--- config.mk ---
export PLATFORM = sky130hd
export DESIGN_NAME = bus1to2
export DESIGN_NICKNAME = d
export VERILOG_FILES = /design/src/rtl/vigna_bus_pkg.sv /design/src/rtl/bus_timeout_ctr.sv /design/src/rtl/bus1to2.sv
export SDC_FILE = /design/constraint.sdc
export NUM_CORES = 1
export LEC_CHECK = 0
export ABC_AREA = 1
export BUFFER_PORTS_ARGS = -buffer_cell sky130_fd_sc_hd__buf_4
export CAP_MARGIN = 40
export CORE_ASPECT_RATIO = 0.5
export CORE_MARGIN = 2
export CORE_UTILIZATION = 45
export CTS_CLUSTER_DIAMETER = 150
export CTS_CLUSTER_SIZE = 24
export DETAILED_ROUTE_END_ITERATION = 8
export MAX_ROUTING_LAYER = met4
export PLACE_DENSITY = 0.92
export SYNTH_ARGS = -nofsm -noshare
export SYNTH_HDL_FRONTEND = slang
export SYNTH_HIERARCHICAL = 1
export SYNTH_SLANG_ARGS = --single-unit
--- constraint.sdc ---
create_clock -name clk -period 2.85 [get_ports clk]
set_clock_uncertainty 0.2 [all_clocks]
set_input_delay 0 -clock clk [delete_from_list [all_inputs] [get_ports clk]]
set_output_delay 0 -clock clk [all_outputs]
set_load 0.1 [all_outputs]
--- src/rtl/vigna_bus_pkg.sv ---
// ---------------------------------------------------------------------------
// vigna_bus_pkg
// Shared definitions for the vigna bus fabric blocks:
//   bus_state_t   - transaction FSM state encoding (IDLE, S1, S2, RESP)
//   BUS_ERR_DATA  - read data returned to the master on a slave timeout
//   hits_region() - address region decode helper (masked compare)
// ---------------------------------------------------------------------------
package vigna_bus_pkg;

    typedef enum logic [1:0] {
        ST_IDLE = 2'd0,
        ST_S1   = 2'd1,
        ST_S2   = 2'd2,
        ST_RESP = 2'd3
    } bus_state_t;

    localparam logic [31:0] BUS_ERR_DATA = 32'hDEAD_BEEF;

    function automatic logic hits_region(input logic [31:0] addr,
                                         input logic [31:0] base,
                                         input logic [31:0] mask);
        return (addr & mask) == base;
    endfunction

endpackage

--- src/rtl/bus_timeout_ctr.sv ---
// ---------------------------------------------------------------------------
// bus_timeout_ctr
// Counts consecutive cycles a slave has left a request unanswered.
// Only instantiated when BUS1TO2_TIMEOUT_EN is defined.
// Ports:
//   clk      - clock, rising edge
//   resetn   - synchronous, active-low reset (counter -> 0)
//   clear    - restart the count from zero
//   enable   - count this cycle (slave wait cycle without ready)
//   expired  - this enabled cycle is the TIMEOUT_CYCLES-th unanswered one
// ---------------------------------------------------------------------------
module bus_timeout_ctr #(
    parameter int unsigned TIMEOUT_CYCLES = 256
) (
    input  logic clk,
    input  logic resetn,
    input  logic clear,
    input  logic enable,
    output logic expired
);

    localparam logic [15:0] LAST_CNT = 16'(TIMEOUT_CYCLES - 1);

    logic [15:0] cnt;

    always_ff @(posedge clk) begin
        if (!resetn || clear) begin
            cnt <= '0;
        end else if (enable) begin
            cnt <= cnt + 16'd1;
        end
    end

    // Flag the limit one cycle early (combinationally) so the FSM leaves
    // the wait state exactly TIMEOUT_CYCLES cycles after entering it.
    assign expired = enable && (cnt == LAST_CNT);

endmodule

--- src/rtl/bus1to2.sv ---
// ---------------------------------------------------------------------------
// bus1to2
// One-master to two-slave bus splitter. A request is latched in IDLE,
// routed to slave 2 when (m_addr & S2_MASK) == S2_BASE, otherwise to
// slave 1, held until the slave answers, and returned to the master as a
// single-cycle m_ready pulse.
//
// Optional feature (macro BUS1TO2_TIMEOUT_EN): abort a slave wait after
// TIMEOUT_CYCLES cycles, returning BUS_ERR_DATA with m_err=1. Without the
// macro the block waits indefinitely and m_err is tied low.
//
// Ports:
//   clk, resetn                      - clock / synchronous active-low reset
//   m_valid, m_addr, m_wdata, m_wstrb- master request (sampled in IDLE only)
//   m_ready, m_rdata, m_err          - master response (registered)
//   sN_valid, sN_addr, sN_wdata,
//   sN_wstrb                         - slave N request (zero when not selected)
//   sN_ready, sN_rdata               - slave N response
// ---------------------------------------------------------------------------
module bus1to2
    import vigna_bus_pkg::*;
#(
    parameter logic [31:0] S2_BASE        = 32'h1000_0000,
    parameter logic [31:0] S2_MASK        = 32'hF000_0000,
    parameter int unsigned TIMEOUT_CYCLES = 256
) (
    input  logic        clk,
    input  logic        resetn,

    input  logic        m_valid,
    output logic        m_ready,
    input  logic [31:0] m_addr,
    output logic [31:0] m_rdata,
    input  logic [31:0] m_wdata,
    input  logic [3:0]  m_wstrb,
    output logic        m_err,

    output logic        s1_valid,
    input  logic        s1_ready,
    output logic [31:0] s1_addr,
    input  logic [31:0] s1_rdata,
    output logic [31:0] s1_wdata,
    output logic [3:0]  s1_wstrb,

    output logic        s2_valid,
    input  logic        s2_ready,
    output logic [31:0] s2_addr,
    input  logic [31:0] s2_rdata,
    output logic [31:0] s2_wdata,
    output logic [3:0]  s2_wstrb
);

    if (TIMEOUT_CYCLES < 2 || TIMEOUT_CYCLES > 65535) begin : g_bad_timeout
        $error("bus1to2: TIMEOUT_CYCLES must be in 2..65535");
    end

    bus_state_t  state;
    logic [31:0] addr_q;
    logic [31:0] wdata_q;
    logic [3:0]  wstrb_q;
    logic [31:0] rdata_q;
    logic        m_ready_q;
    logic        s1_valid_q;
    logic        s2_valid_q;

    logic        s_ready;
    logic [31:0] s_rdata;
    logic        tmo;

    // Response from whichever slave the current state is talking to.
    assign s_ready = (state == ST_S1 && s1_ready) || (state == ST_S2 && s2_ready);
    assign s_rdata = (state == ST_S2) ? s2_rdata : s1_rdata;

`ifdef BUS1TO2_TIMEOUT_EN
    logic m_err_q;

    // Held clear while idle, so every S1/S2 visit starts counting from zero.
    bus_timeout_ctr #(
        .TIMEOUT_CYCLES(TIMEOUT_CYCLES)
    ) u_timeout_ctr (
        .clk     (clk),
        .resetn  (resetn),
        .clear   (state == ST_IDLE),
        .enable  ((state == ST_S1 || state == ST_S2) && !s_ready),
        .expired (tmo)
    );

    // tmo can only fire in a wait state, so m_err_q is high exactly in
    // the RESP cycle that follows a timeout.
    always_ff @(posedge clk) begin
        if (!resetn) begin
            m_err_q <= 1'b0;
        end else begin
            m_err_q <= tmo;
        end
    end

    assign m_err = m_err_q;
`else
    assign tmo   = 1'b0;
    assign m_err = 1'b0;
`endif

    always_ff @(posedge clk) begin
        if (!resetn) begin
            state      <= ST_IDLE;
            addr_q     <= '0;
            wdata_q    <= '0;
            wstrb_q    <= '0;
            rdata_q    <= '0;
            m_ready_q  <= 1'b0;
            s1_valid_q <= 1'b0;
            s2_valid_q <= 1'b0;
        end else begin
            case (state)
                ST_IDLE: begin
                    m_ready_q <= 1'b0;
                    if (m_valid) begin
                        addr_q  <= m_addr;
                        wdata_q <= m_wdata;
                        wstrb_q <= m_wstrb;
                        if (hits_region(m_addr, S2_BASE, S2_MASK)) begin
                            state      <= ST_S2;
                            s2_valid_q <= 1'b1;
                        end else begin
                            state      <= ST_S1;
                            s1_valid_q <= 1'b1;
                        end
                    end
                end

                ST_S1, ST_S2: begin
                    // A ready in the same cycle as expiry wins over the timeout.
                    if (s_ready) begin
                        rdata_q    <= (wstrb_q != 4'b0) ? 32'h0 : s_rdata;
                        s1_valid_q <= 1'b0;
                        s2_valid_q <= 1'b0;
                        m_ready_q  <= 1'b1;
                        state      <= ST_RESP;
                    end else if (tmo) begin
                        rdata_q    <= BUS_ERR_DATA;
                        s1_valid_q <= 1'b0;
                        s2_valid_q <= 1'b0;
                        m_ready_q  <= 1'b1;
                        state      <= ST_RESP;
                    end
                end

                ST_RESP: begin
                    m_ready_q <= 1'b0;
                    state     <= ST_IDLE;
                end

                default: begin
                    state <= ST_IDLE;
                end
            endcase
        end
    end

    assign m_ready  = m_ready_q;
    assign m_rdata  = rdata_q;

    assign s1_valid = s1_valid_q;
    assign s1_addr  = s1_valid_q ? addr_q  : 32'h0;
    assign s1_wdata = s1_valid_q ? wdata_q : 32'h0;
    assign s1_wstrb = s1_valid_q ? wstrb_q : 4'h0;

    assign s2_valid = s2_valid_q;
    assign s2_addr  = s2_valid_q ? addr_q  : 32'h0;
    assign s2_wdata = s2_valid_q ? wdata_q : 32'h0;
    assign s2_wstrb = s2_valid_q ? wstrb_q : 4'h0;

endmodule

==> results.json <==
{
  "outcome": "finished, final reports clean",
  "dp_hpwl_um": 12700,
  "wl_per_cell_um": 15.0,
  "diodes": 0,
  "finalCriticalPeriod_ps": 2660,
  "fp.dieW_um": 162,
  "slew_headroom_pct": 54.9,
  "clockBufferDepth": 2,
  "fin_setup_tns_ps": 0,
  "worst_hold_slack_ps": 112,
  "crit_path_start_kind": "flip-flop",
  "grtUsageTotal_pct": 32.3,
  "gp_congestion": 0.843,
  "fmax_mhz": 376,
  "cts_tree": "yes",
  "cp_cell_sequence": "inv_1 -> ha_1 -> inv_2 -> nand2_1 -> nand2_1 -> dlygate4sd3_1 -> nand3_2 -> a21oi_2",
  "ys_ff_latch": 105,
  "slowest_stage": "dlygate4sd3_1",
  "ctsHtreeMaxLevel": 3,
  "cts_setup_buffers": 0,
  "r2r_slack_ps": 190,
  "crit_fanout": 32,
  "worst_pin_slew_ps": 676,
  "drc": 0,
  "hold_violations": 0,
  "fillers": 734,
  "p_leak_uw": 0.00548,
  "wl_um": 21800,
  "maxCapViolCount": 0,
  "cpMostUsedCell": "nand2_1",
  "grt_antenna_before_repair": 0,
  "cts_root_buf": "clkbuf_16",
  "holdPathStages": 7,
  "start_util_pct": 46.9,
  "min_to": "s2_valid$_SDFFE_PN0P_",
  "rr_worst_depth": 8,
  "drtIter0Drc": 537,
  "final_common_cell": "buf_4",
  "dr.pass1.iters": 6,
  "grt_pass1_vias": 7203,
  "insertion_delay_ps": 330,
  "cts_hold_buf": 137,
  "rsz0062_at_grt": "no",
  "layout.nets": 1422,
  "avgSynthCellArea_um2": 6.43,
  "r2r-start": "state[0]$_SDFFE_PN0P_",
  "ctsResizeCount": 0,
  "crit_buf_inv": 3,
  "core_area_um2": 12000,
  "grt_pass1_wl_um": 34600,
  "max-vdd-ir-drop_v": 0.000491,
  "synth_area_leaders": "dfxtp_1 (37%), nand2_1 (19%), inv_1 (9.4%)",
  "clock-sinks": 105,
  "yosysSeqAreaShare_pct": 37.3,
  "final_max_slew_viol_count": 0,
  "crit_path_end_kind": "flip-flop",
  "dpl_cell_area_um2": 7910,
  "synth_cell_types": 25,
  "min-delay-start": "s1_ready",
  "crit_arrival_ps": 2730,
  "syn_inst": 877,
  "die_y_um": 83.2,
  "numCtsBuffers": 9,
  "dieArea_um2": 13500,
  "powerDensity_nw_per_um2": 749,
  "synth_top_area_share_pct": 37.3,
  "reg2reg_to": "m_rdata[29]$_SDFFE_PN0P_",
  "final_cell_mix": "buf_4 (312), nand2_1 (278), inv_1 (141), dlygate4sd3_1 (137), nor2_1 (134)",
  "crit_type": "flip-flop to flip-flop",
  "syn_nets": 1017,
  "power_uw": 7180,
  "drtAntennaViolNets": 0,
  "drive_gt1_share_pct": 31.3,
  "grt-ovfl-total": 0,
  "fin_crit_sh_pct": 93.3,
  "drt-vias-per-instance": 4.93,
  "fin_area_um2": 9590,
  "netlist_area_um2": 5640,
  "ios": 309,
  "critPathMaxStageDelay_ps": 570,
  "setup_viol": 0,
  "io_buffers": 307,
  "critPathTopFamily": "buffers and inverters",
  "cp_data_required_time_ps": 2920,
  "hp-class": "input port to flip-flop",
  "dr_total_vias": 7160,
  "clkTransAtPathRegs_ps": 80,
  "yosysWarnings": 6,
  "grt_max_degree": 73,
  "synth.largest_area_cell": "dfxtp_1",
  "syn_to_final_growth_pct": 70.0,
  "rows": 28
}
layout make-up:
| cell class | instances | area, um2 | area share [%] |
|---|---|---|---|
| well taps | 165 | 206 | 2.15 |
| clock buffers | 10 | 229 | 2.39 |
| flip-flops and latches | 105 | 2100 | 22.0 |
| repair buffers | 452 | 3770 | 39.4 |
| inverters | 148 | 561 | 5.85 |
| multi-input cells | 566 | 2640 | 27.5 |
| clock inverters | 6 | 75.1 | 0.783 |
state kept, by name, summed over array words and instances (netlist names):
name / count
m_rdata: 32
addr_q: 32
m_ready: 1
wdata_q: 32
wstrb_q: 4
s1_valid: 1
state: 2
s2_valid: 1
stage by stage:
stage	util, %	worst slack [ps]	instances
final	79.8	191	1452
after CTS	79.8	278	1452
after global placement	65.8	738	1299
after global routing	79.8	82.9	1452
after detailed placement	65.8	611	1299
after floorplan	-	441	877
worst max path at each step:
stage	start	cells after the start	to
after floorplan	s1_valid$_SDFFE_PN0P_	5	s1_wdata[15]
after global placement	state[0]$_SDFFE_PN0P_	8	m_rdata[0]$_SDFFE_PN0P_
after detailed placement	state[0]$_SDFFE_PN0P_	8	m_rdata[0]$_SDFFE_PN0P_
after CTS	state[0]$_SDFFE_PN0P_	8	m_rdata[17]$_SDFFE_PN0P_
after global routing	state[0]$_SDFFE_PN0P_	8	m_rdata[5]$_SDFFE_PN0P_
final	state[0]$_SDFFE_PN0P_	8	m_rdata[29]$_SDFFE_PN0P_
worst register-to-register path, stage by stage (launching register included):
cell	delay, ps
dfxtp_1	360
inv_1	70
ha_1	370
inv_2	510
nand2_1	150
nand2_1	120
dlygate4sd3_1	570
nand3_2	90
a21oi_2	160
cells in the mapped netlist:
| library cell | instances |
|---|---|
| buf_2 | 22 |
| nand2_2 | 1 |
| nand3_1 | 6 |
| inv_2 | 5 |
| a21oi_2 | 30 |
| nand2_4 | 3 |
| a21oi_1 | 9 |
| inv_1 | 141 |
| ha_1 | 3 |
| inv_6 | 1 |
| nor2_1 | 134 |
| o21ai_1 | 6 |
| clkinv_1 | 1 |
| buf_6 | 3 |
| buf_12 | 3 |
| o21ai_0 | 62 |
| buf_4 | 6 |
| nor3_4 | 1 |
| o211ai_1 | 1 |
| nand3_2 | 30 |
| clkbuf_1 | 24 |
| nand2_1 | 278 |
| or2_1 | 1 |
| dfxtp_1 | 105 |
| conb_1 | 1 |
report_power, final:
group	leakage [uW]	switching (uW)	internal, uW	total (uW)
sequential	0.000864	314	1730	2040
clock	0.000145	565	695	1260
combinational	0.00447	2870	1010	3880
total	0.00548	3750	3430	7180
cell families (layout without fill, tap and decap cells):
kind of cell | count (synthesis) | count (layout) | share of synthesized area (%)
flops | 105 | 105 | 37.3
buf+inv | 206 | 616 | 16.0
simple gates | 454 | 454 | 34.4
compound gates | 108 | 108 | 11.6
fa+ha+maj | 3 | 3 | 0.666
other cells | 1 | 1 | 0.0665
per-layer routing:
metal	routed length, um	global-route usage [%]	up-vias
met5	0	-	-
met4	1110	17.9	0
met2	10900	56.6	365
met3	1520	6.74	102
li1	-	-	3398
met1	8280	34.3	3295
No activity file was read; power rests on OpenSTA's default activity.
